**src/rtl/pwm_compare_unit.sv**
```systemverilog
// PWM compare stage behind a free-running counter: double-buffered duty, start/stop/burst FSM.
// Optional sticky interrupt output is built when PWM_IRQ_EN is defined.
module pwm_compare_unit #(
    parameter int WIDTH = 24,
    parameter int CYC_W = 16
) (
    input  logic             clk,
    input  logic             rst_n,
    input  logic [WIDTH-1:0] cnt_in,
    input  logic             wrap_in,
    input  logic             wr_en,
    input  logic [1:0]       wr_addr,
    input  logic [WIDTH-1:0] wr_data,
    output logic             pwm_out,
    output logic             cycle_done,
`ifdef PWM_IRQ_EN
    output logic             irq,
`endif
    output logic             busy
);

    typedef enum logic [1:0] {
        ST_IDLE      = 2'd0,
        ST_ARM       = 2'd1,
        ST_RUN       = 2'd2,
        ST_STOP_PEND = 2'd3
    } state_t;

    localparam logic [CYC_W-1:0] CYC_ONE  = 1;
    localparam logic [CYC_W-1:0] CYC_ZERO = 0;

    state_t           state;
    state_t           state_next;
    logic [WIDTH-1:0] duty_shadow;
    logic [WIDTH-1:0] duty_active;
    logic [WIDTH-1:0] duty_eff;
    logic [CYC_W-1:0] ncyc;
    logic [CYC_W-1:0] cyc_cnt;
    logic [CYC_W-1:0] cyc_inc;
    logic             pol;
    logic             ctrl_wr;
    logic             start;
    logic             stop;
    logic             running;
    logic             running_next;
    logic             period_end;
    logic             burst_end;
    logic             pwm_next;

    assign ctrl_wr    = wr_en && (wr_addr == 2'd2);
    assign start      = ctrl_wr && wr_data[0];
    assign stop       = ctrl_wr && wr_data[1];
    assign running    = (state == ST_RUN) || (state == ST_STOP_PEND);
    assign period_end = running && wrap_in;
    assign cyc_inc    = cyc_cnt + CYC_ONE;
    assign burst_end  = period_end && (ncyc != CYC_ZERO) && (cyc_inc == ncyc);
    assign busy       = (state != ST_IDLE);

    // At a wrap the new period begins with cnt_in=0, so its first compare must
    // already use the duty being promoted, not the outgoing one.
    assign duty_eff = wrap_in ? duty_shadow : duty_active;

    always_comb begin
        state_next = state;
        case (state)
            ST_IDLE: begin
                if (start && !stop) state_next = ST_ARM;
            end
            ST_ARM: begin
                if (stop)         state_next = ST_IDLE;
                else if (wrap_in) state_next = ST_RUN;
            end
            ST_RUN: begin
                if (burst_end) state_next = ST_IDLE;
                else if (stop) state_next = ST_STOP_PEND;
            end
            ST_STOP_PEND: begin
                if (wrap_in) state_next = ST_IDLE;
            end
            default: state_next = ST_IDLE;
        endcase
    end

    assign running_next = (state_next == ST_RUN) || (state_next == ST_STOP_PEND);
    assign pwm_next     = running_next ? ((cnt_in < duty_eff) ^ pol) : pol;

    always_ff @(posedge clk or negedge rst_n) begin
        if (!rst_n) state <= ST_IDLE;
        else        state <= state_next;
    end

    always_ff @(posedge clk or negedge rst_n) begin
        if (!rst_n) begin
            duty_shadow <= '0;
            ncyc        <= '0;
            pol         <= 1'b0;
        end else if (wr_en) begin
            case (wr_addr)
                2'd0:    duty_shadow <= wr_data;
                2'd1:    ncyc        <= wr_data[CYC_W-1:0];
                2'd2:    pol         <= wr_data[2];
                default: ;
            endcase
        end
    end

    always_ff @(posedge clk or negedge rst_n) begin
        if (!rst_n) begin
            duty_active <= '0;
            cyc_cnt     <= '0;
            pwm_out     <= 1'b0;
            cycle_done  <= 1'b0;
        end else begin
            if ((state != ST_IDLE) && wrap_in) duty_active <= duty_shadow;
            if ((state == ST_IDLE) && start && !stop) cyc_cnt <= '0;
            else if (period_end)                      cyc_cnt <= cyc_inc;
            pwm_out    <= pwm_next;
            cycle_done <= period_end;
        end
    end

`ifdef PWM_IRQ_EN
    logic irq_clr;
    assign irq_clr = ctrl_wr && wr_data[3];

    // Burst completion always coincides with a period end, so one set term covers both.
    always_ff @(posedge clk or negedge rst_n) begin
        if (!rst_n)          irq <= 1'b0;
        else if (period_end) irq <= 1'b1;
        else if (irq_clr)    irq <= 1'b0;
    end
`endif

endmodule

```
**config.mk**
```make
export PLATFORM = sky130hd
export DESIGN_NAME = pwm_compare_unit
export DESIGN_NICKNAME = d
export VERILOG_FILES = /design/src/rtl/pwm_compare_unit.sv
export SDC_FILE = /design/constraint.sdc
export NUM_CORES = 1
export LEC_CHECK = 0
export ABC_AREA = 1
export ABC_CLOCK_PERIOD_IN_PS = 3080
export BUFFER_PORTS_ARGS = -buffer_cell sky130_fd_sc_hd__buf_2
export CORE_AREA = 2 2 130 132
export CTS_BUF_LIST = sky130_fd_sc_hd__clkbuf_4
export DETAILED_ROUTE_END_ITERATION = 12
export DIE_AREA = 0 0 132 134
export SLEW_MARGIN = 20
export SYNTH_ARGS = -nofsm -noshare
export SYNTH_HDL_FRONTEND = slang
export SYNTH_SLANG_ARGS = --single-unit
export TNS_END_PERCENT = 1
```
**constraint.sdc**
```tcl
create_clock -name clk -period 3.08 [get_ports clk]
set_clock_uncertainty 0.2 [all_clocks]
set_input_delay 0.462 -clock clk [delete_from_list [all_inputs] [get_ports clk]]
set_output_delay 0.462 -clock clk [all_outputs]
set_load 0.1 [all_outputs]
```
==> results.cfg, run 1 <==
[yosys]
synth_area_leader_cell = dfrtp_1
synth_common_cells = nand2_1 (179), o21ai_0 (91), inv_1 (89)
synthDistinctLibCells = 28
synth_top_area_frac = 0.4421
yosysMostFrequentCell = nand2_1
syn_area_um2 = 4811
ys_async_sr_fraction = 1.000
syn_inst = 634
ys_seq_area_frac = 0.4421
synth_fp_nets = 712
synth-seq-cells = 85
synth_area_leaders = dfrtp_1 (44%), nand2_1 (14%), o21ai_0 (9.5%), inv_1 (6.9%), ha_1 (6.2%)
syn-mean-instance-area_um2 = 7.588
synth-edff-count = 0
ys.flop_type = dfrtp_1
yosys_warnings = 0

[placed_design]
place_congestion = 0.8291
port_buffers = 56
dpl.hpwl_um = 8257

[power]
finalPower_mw = 3.637
switching_share = 0.4090
power.density_nw_per_um2 = 659.6
intPower_mw = 2.150
clkPwrFrac = 0.177
pwr-share-comb = 0.365
power.leakage_nw = 2.773
switchingPower_mw = 1.488
seqPwrFrac = 0.458
ir_worst_vdd_mv = 0.2297

[routing]
drc_errors = 0
via_per_inst = 4.481
vias = 4105
drt_iter0_drc = 326
ant_nets = 0
wl_per_cell_um = 12.13
drt_wl_total_um = 11110
drtPass1Iterations = 5

[worst_setup_path]
end_kind = flip-flop
critPathMaxFanout = 6
arrival_ns = 2.50
path_class = flip-flop to flip-flop
required_ns = 3.24
start_kind = flip-flop

[hold_path]
hp-class = input pin to flip-flop

[clocking]
clock_path_buffers = 2
cts-htree-levels = 3
root_buffer = clkbuf_4
clk_pin_slew_ns = 0.14
cts_tree = done
insertion_delay_ns = 0.46
post_cts_buffers = 0
post_cts_resized = 0
cts_made_buffers = 9
cts.sinks = 85

[die]
rows = 47
fp.dieW_um = 132
coreArea_um2 = 16290
ios = 57
die_y_um = 134
dieArea_um2 = 17690
initial_core_util = 0.2953

[flow_run]
timing.max_cap.violations = 0

[sta]
hold_violations = 0
slew_headroom = 0.5332
finalSetupViolations = 0
timing.fmax_mhz = 427.3
worst_pin_slew_ns = 0.6985
fin_crit_ns = 2.340
post-route-period-util = 0.7598
slew_viol_final = 0
rsz0062_at_grt = false
finalHoldWorstSlack_ns = 0.04165
setup_tns_ns = 0

[cells_and_area]
area_growth_pct = 14.62
n_fill_cell = 1768
layout.nets = 768
drive_gt1_frac = 0.1640

[global_route]
grt_pass1_vias = 3849
grt_max_degree = 86
grt_pass1_wl_um = 18690
track_usage = 0.1317
antenna_found_initial = 1
grt_overflow = 0

[outcome]
status = completed
-- power by group through the flow --
stage / Sequential, mW / Clock, mW / Combinational (mW)
2_1_floorplan: 1.69 / 0 / 0.984
3_3_place_gp: 1.69 / 0 / 1.32
3_5_place_dp: 1.69 / 0 / 1.34
4_1_cts: 1.67 / 0.674 / 1.35
5_1_grt: 1.71 / 0.717 / 1.55
6_report: 1.66 / 0.644 / 1.33
-- per-layer routing --
metal / GRT usage / vias up / wire length [um]
met2: 0.2028 / 54 / 4883
met3: 0.02079 / 10 / 368
met4: 0.05072 / 0 / 154
li1: - / 2153 / -
met1: 0.1862 / 1888 / 5705
met5: 0 / - / 0
-- timing repair --
action	in CTS	in global routing
setup endpoints to repair	0	0
hold buffers	1	0
hold endpoints to repair	85	0
-- per-stage QoR --
stage | area [um^2] | cells | util | setup WS, ns
floorplan | 4811 | 634 | - | 0.5023
global placement | 5363 | 898 | 0.3292 | 0.3501
detailed placement | 5363 | 898 | 0.3292 | 0.2755
CTS | 5507 | 915 | 0.3380 | 0.7410
global route | 5514 | 916 | 0.3385 | 0.5355
finish | 5514 | 916 | 0.3385 | 0.7400
-- cell usage in the layout (no fill, tap or decap), types with 2 or more instances in the layout --
cell type,instances
nor2_4,4
dfrtp_1,85
nand2_2,10
o22ai_1,10
ha_1,24
clkbuf_4,9
clkinv_2,4
inv_1,89
a21oi_1,13
nor2_2,5
nor3_1,3
nand2_1,179
nor2_1,31
nand3b_1,4
nand3_1,39
nand4_1,7
buf_2,55
buf_4,7
o21ai_0,91
mux2_2,8
nand3_2,3
inv_2,2
-- critical path, cell delays in order (launching register included) --
cell and delay (ns):
dfrtp_1 0.48, ha_1 0.27, nand2_2 0.10, nor2_4 0.18, nand2_2 0.10, nor2_1 0.10, nand2_1 0.08, nand2_2 0.07
nand2_1 0.05, nand2_1 0.07, nand2_1 0.06, nor2_2 0.11, nand3_2 0.12, nand2_2 0.09, nand2_2 0.05, nand2_1 0.06
nand2_1 0.04
-- state kept, by name (all words and copies together) (netlist names) --
name,cells
cyc_cnt,16
cycle_done,1
duty_active,24
duty_shadow,24
ncyc,16
pol,1
pwm_out,1
state,2
-- layout make-up --
class / count / area [um^2] / area share
sequential: 85 / 2127 / 0.3857
multi-input combinational: 439 / 2276 / 0.4128
timing repair buffer: 64 / 357.8 / 0.06490
antenna: 1 / 2.502 / 0.0004538
clock buffer: 9 / 67.56 / 0.01225
inverter: 91 / 341.6 / 0.06195
tap: 220 / 275.3 / 0.04992
clock inverter: 7 / 66.31 / 0.01203
-- kinds of logic (layout without fill, tap and decap cells) --
family | Yosys count | in the layout | synth area share
AO/OA/AOI/OAI | 119 | 119 | 0.1290
adder cells (fa/ha/maj) | 24 | 24 | 0.06242
buffers and inverters | 110 | 171 | 0.08582
flip-flops | 85 | 85 | 0.4421
multiplexers | 8 | 8 | 0.01873
other | 0 | 1 | 0
AND/OR/NAND/NOR | 288 | 288 | 0.2619
-- final timing paths --
check,startpoint,to,slack [ns],cells after the start
setup / recovery,cyc_cnt[0],pwm_out,0.74,16
hold / removal,wr_data[19],duty_shadow[19],0.04,2
hold reg to reg,duty_shadow[2],duty_active[2],0.32,2
min in group asynchronous,rst_n,duty_active[13],0.37,3
setup reg to reg,cyc_cnt[0],pwm_out,0.74,16
max in group asynchronous,rst_n,duty_shadow[21],1.95,3
Power figures use the tool's default switching activity.
==> run 2: changes to the inputs <==
--- a/config.mk
+++ b/config.mk
@@ -6,7 +6,7 @@
 export NUM_CORES = 1
 export LEC_CHECK = 0
 export ABC_AREA = 1
-export ABC_CLOCK_PERIOD_IN_PS = 3080
+export ABC_CLOCK_PERIOD_IN_PS = 2080
 export BUFFER_PORTS_ARGS = -buffer_cell sky130_fd_sc_hd__buf_2
 export CORE_AREA = 2 2 130 132
 export CTS_BUF_LIST = sky130_fd_sc_hd__clkbuf_4
==> constraint.sdc (replaced) <==
create_clock -name clk -period 2.08 [get_ports clk]
set_clock_uncertainty 0.2 [all_clocks]
set_input_delay 0.312 -clock clk [delete_from_list [all_inputs] [get_ports clk]]
set_output_delay 0.312 -clock clk [all_outputs]
set_load 0.1 [all_outputs]
==> run 2 against run 1 <==
The flow now finishes with violations (setup timing). Via count is 2.4% higher. Clock power is 80% higher. Combinational power is 68% higher. Register-to-register slack worse by 0.82 ns. Critical endpoint unchanged. Largest power group unchanged. Highest routed layer unchanged.
==> results.cfg, run 2 (same netlist as run 1, synthesis figures left out) <==
[outcome]
status = finished with violations
failed_checks = setup timing

[clocking]
root_buffer = clkbuf_4
cts.sinks = 85
insertion_delay_ns = 0.44
clk_pin_slew_ns = 0.13
cts_tree = done
cts-htree-levels = 3
post_cts_buffers = 0
cts_made_buffers = 9
clock_path_buffers = 2

[worst_setup_path]
slowest_stage = dfrtp_1
critPathMaxFanout = 6
cp_top_family = simple AND/OR/NAND/NOR gates
crit_top_cell = nand2_1
required_ns = 2.23
arrival_ns = 2.31
cp_slowest_stage_delay_ns = 0.42
end_kind = flip-flop
path_class = flip-flop to flip-flop
worst-path-stages = 16
cp_num_buf_inv = 0
worstPathCellList = ha_4 > nand2_4 > nor2_4 > nand2_2 > nor2_2 > nand2_1 > nand2_2 > nand2_1 > nand2_1 > nand2_1 > nor2_2 > nand3_2 > nand2_2 > nand2_2 > nand2_1 > nand2_1
r2r_cells = 16
start_kind = flip-flop

[cells_and_area]
top_regs = duty_active (24), duty_shadow (24)
area_growth_pct = 24.94
layout.nets = 812
final_cell_mix = nand2_1 (179), inv_1 (88), o21ai_0 (88), dfrtp_1 (84), buf_2 (55)
drive_gt1_frac = 0.1845
layout_commonest_cell = nand2_1

[placed_design]
dpl.hpwl_um = 8373
port_buffers = 56
preCtsSetupSlack_ns = -0.2281
place_congestion = 0.8275

[routing]
drc_errors = 0
drt_wl_total_um = 11380
drtPass1Iterations = 4
ant_nets = 0
via_per_inst = 4.388
drt_iter0_drc = 291
wl_per_cell_um = 11.88
vias = 4204

[sta]
slew_headroom = 0.6755
setup_tns_ns = -0.07665
finalHoldWorstSlack_ns = 0.05345
hold_violations = 0
slew_viol_final = 0
worst_pin_slew_ns = 0.4901
rsz0062_at_grt = true
fin_crit_ns = 2.157
timing.fmax_mhz = 463.7
post-route-period-util = 1.037
setup_slack_ns = -0.07665
finalSetupViolations = 1

[hold_path]
hp-class = input pin to flip-flop
whs_path_depth = 4

[die]
fp.dieW_um = 132
die_y_um = 134
rows = 47
dieArea_um2 = 17690
initial_core_util = 0.2953
coreArea_um2 = 16290
ios = 57

[global_route]
track_usage = 0.1338
grt_pass1_vias = 3973
grt_overflow = 0
grt_pass1_wl_um = 19020
grt_max_degree = 86
antenna_found_initial = 1

[power]
power.density_nw_per_um2 = 973.9
power.leakage_nw = 2.996
ir_worst_vdd_mv = 0.3803

[flow_run]
timing.max_cap.violations = 0
==> run 2: cell types whose count changed in the layout (fill, tap and decap cells not counted), moves of 2 or more <==
cell	delta
nor2_2	+2
clkinv_2	-4
bufinv_16	+2
dlygate4sd3_1	+24
buf_12	+2
buf_4	+18
o21ai_1	+3
o21ai_0	-3
nor2_1	-2
==> run 2: per-layer routing <==
| layer | GRT usage | vias up | wire, um | part of all wire |
|---|---|---|---|---|
| li1 | - | 2237 | - | - |
| met3 | 0.01738 | 11 | 348 | 0.031 |
| met2 | 0.2245 | 60 | 5368 | 0.47 |
| met1 | 0.1761 | 1896 | 5479 | 0.48 |
| met5 | 0 | - | 0 | 0 |
| met4 | 0.05254 | 0 | 184 | 0.016 |
==> run 2: where the power goes <==
part,switching (mW),internal [mW],total (mW)
Combinational,1.35,0.883,2.23
Clock,0.569,0.592,1.16
Sequential,0.335,2.13,2.46
Total,2.25,3.60,5.85
==> run 2: cell type report <==
| cell class | instances | area, um^2 |
|---|---|---|
| multi-input cells | 439 | 2306 |
| flip-flops and latches | 85 | 2128 |
| well taps | 220 | 275.3 |
| inverters | 91 | 356.6 |
| repair buffers | 108 | 773.2 |
| clock buffers | 9 | 67.56 |
| fillers | 1743 | 10280 |
| diodes | 1 | 2.502 |
| clock inverters | 5 | 101.3 |
==> run 2: tightest hold or removal path, cell delays in order <==
cell and delay, ns:
buf_2 0.10, nor3_1 0.07, inv_1 0.09, o21ai_0 0.09
==> run 2: final timing paths <==
path	endpoint	slack [ns]	start
worst max register to register	pwm_out	-0.08	cyc_cnt[0]
worst min register to register	duty_shadow[7]	0.32	duty_shadow[7]
worst min-delay path	pol	0.05	wr_addr[0]
max in group asynchronous	cyc_cnt[3]	1.09	rst_n
min in group asynchronous	duty_shadow[16]	0.22	rst_n
worst max-delay path	pwm_out	-0.08	cyc_cnt[0]
==> run 2: timing repair <==
action / CTS / global route
hold endpoints to repair: 126 / 0
pin swaps: 3 / 3
hold buffers: 25 / 0
setup endpoints to repair: 3 / 3
gates resized for setup: 4 / 6
==> run 2: stage by stage <==
step | total power, mW | instance area, um^2 | std cells | utilization
after CTS | 5.895 | 5989 | 957 | 0.3677
after floorplan | 3.961 | 4846 | 634 | -
after global routing | 6.359 | 6011 | 958 | 0.3690
final | 5.854 | 6011 | 958 | 0.3690
after detailed placement | 4.649 | 5550 | 918 | 0.3407
after global placement | 4.618 | 5550 | 918 | 0.3407
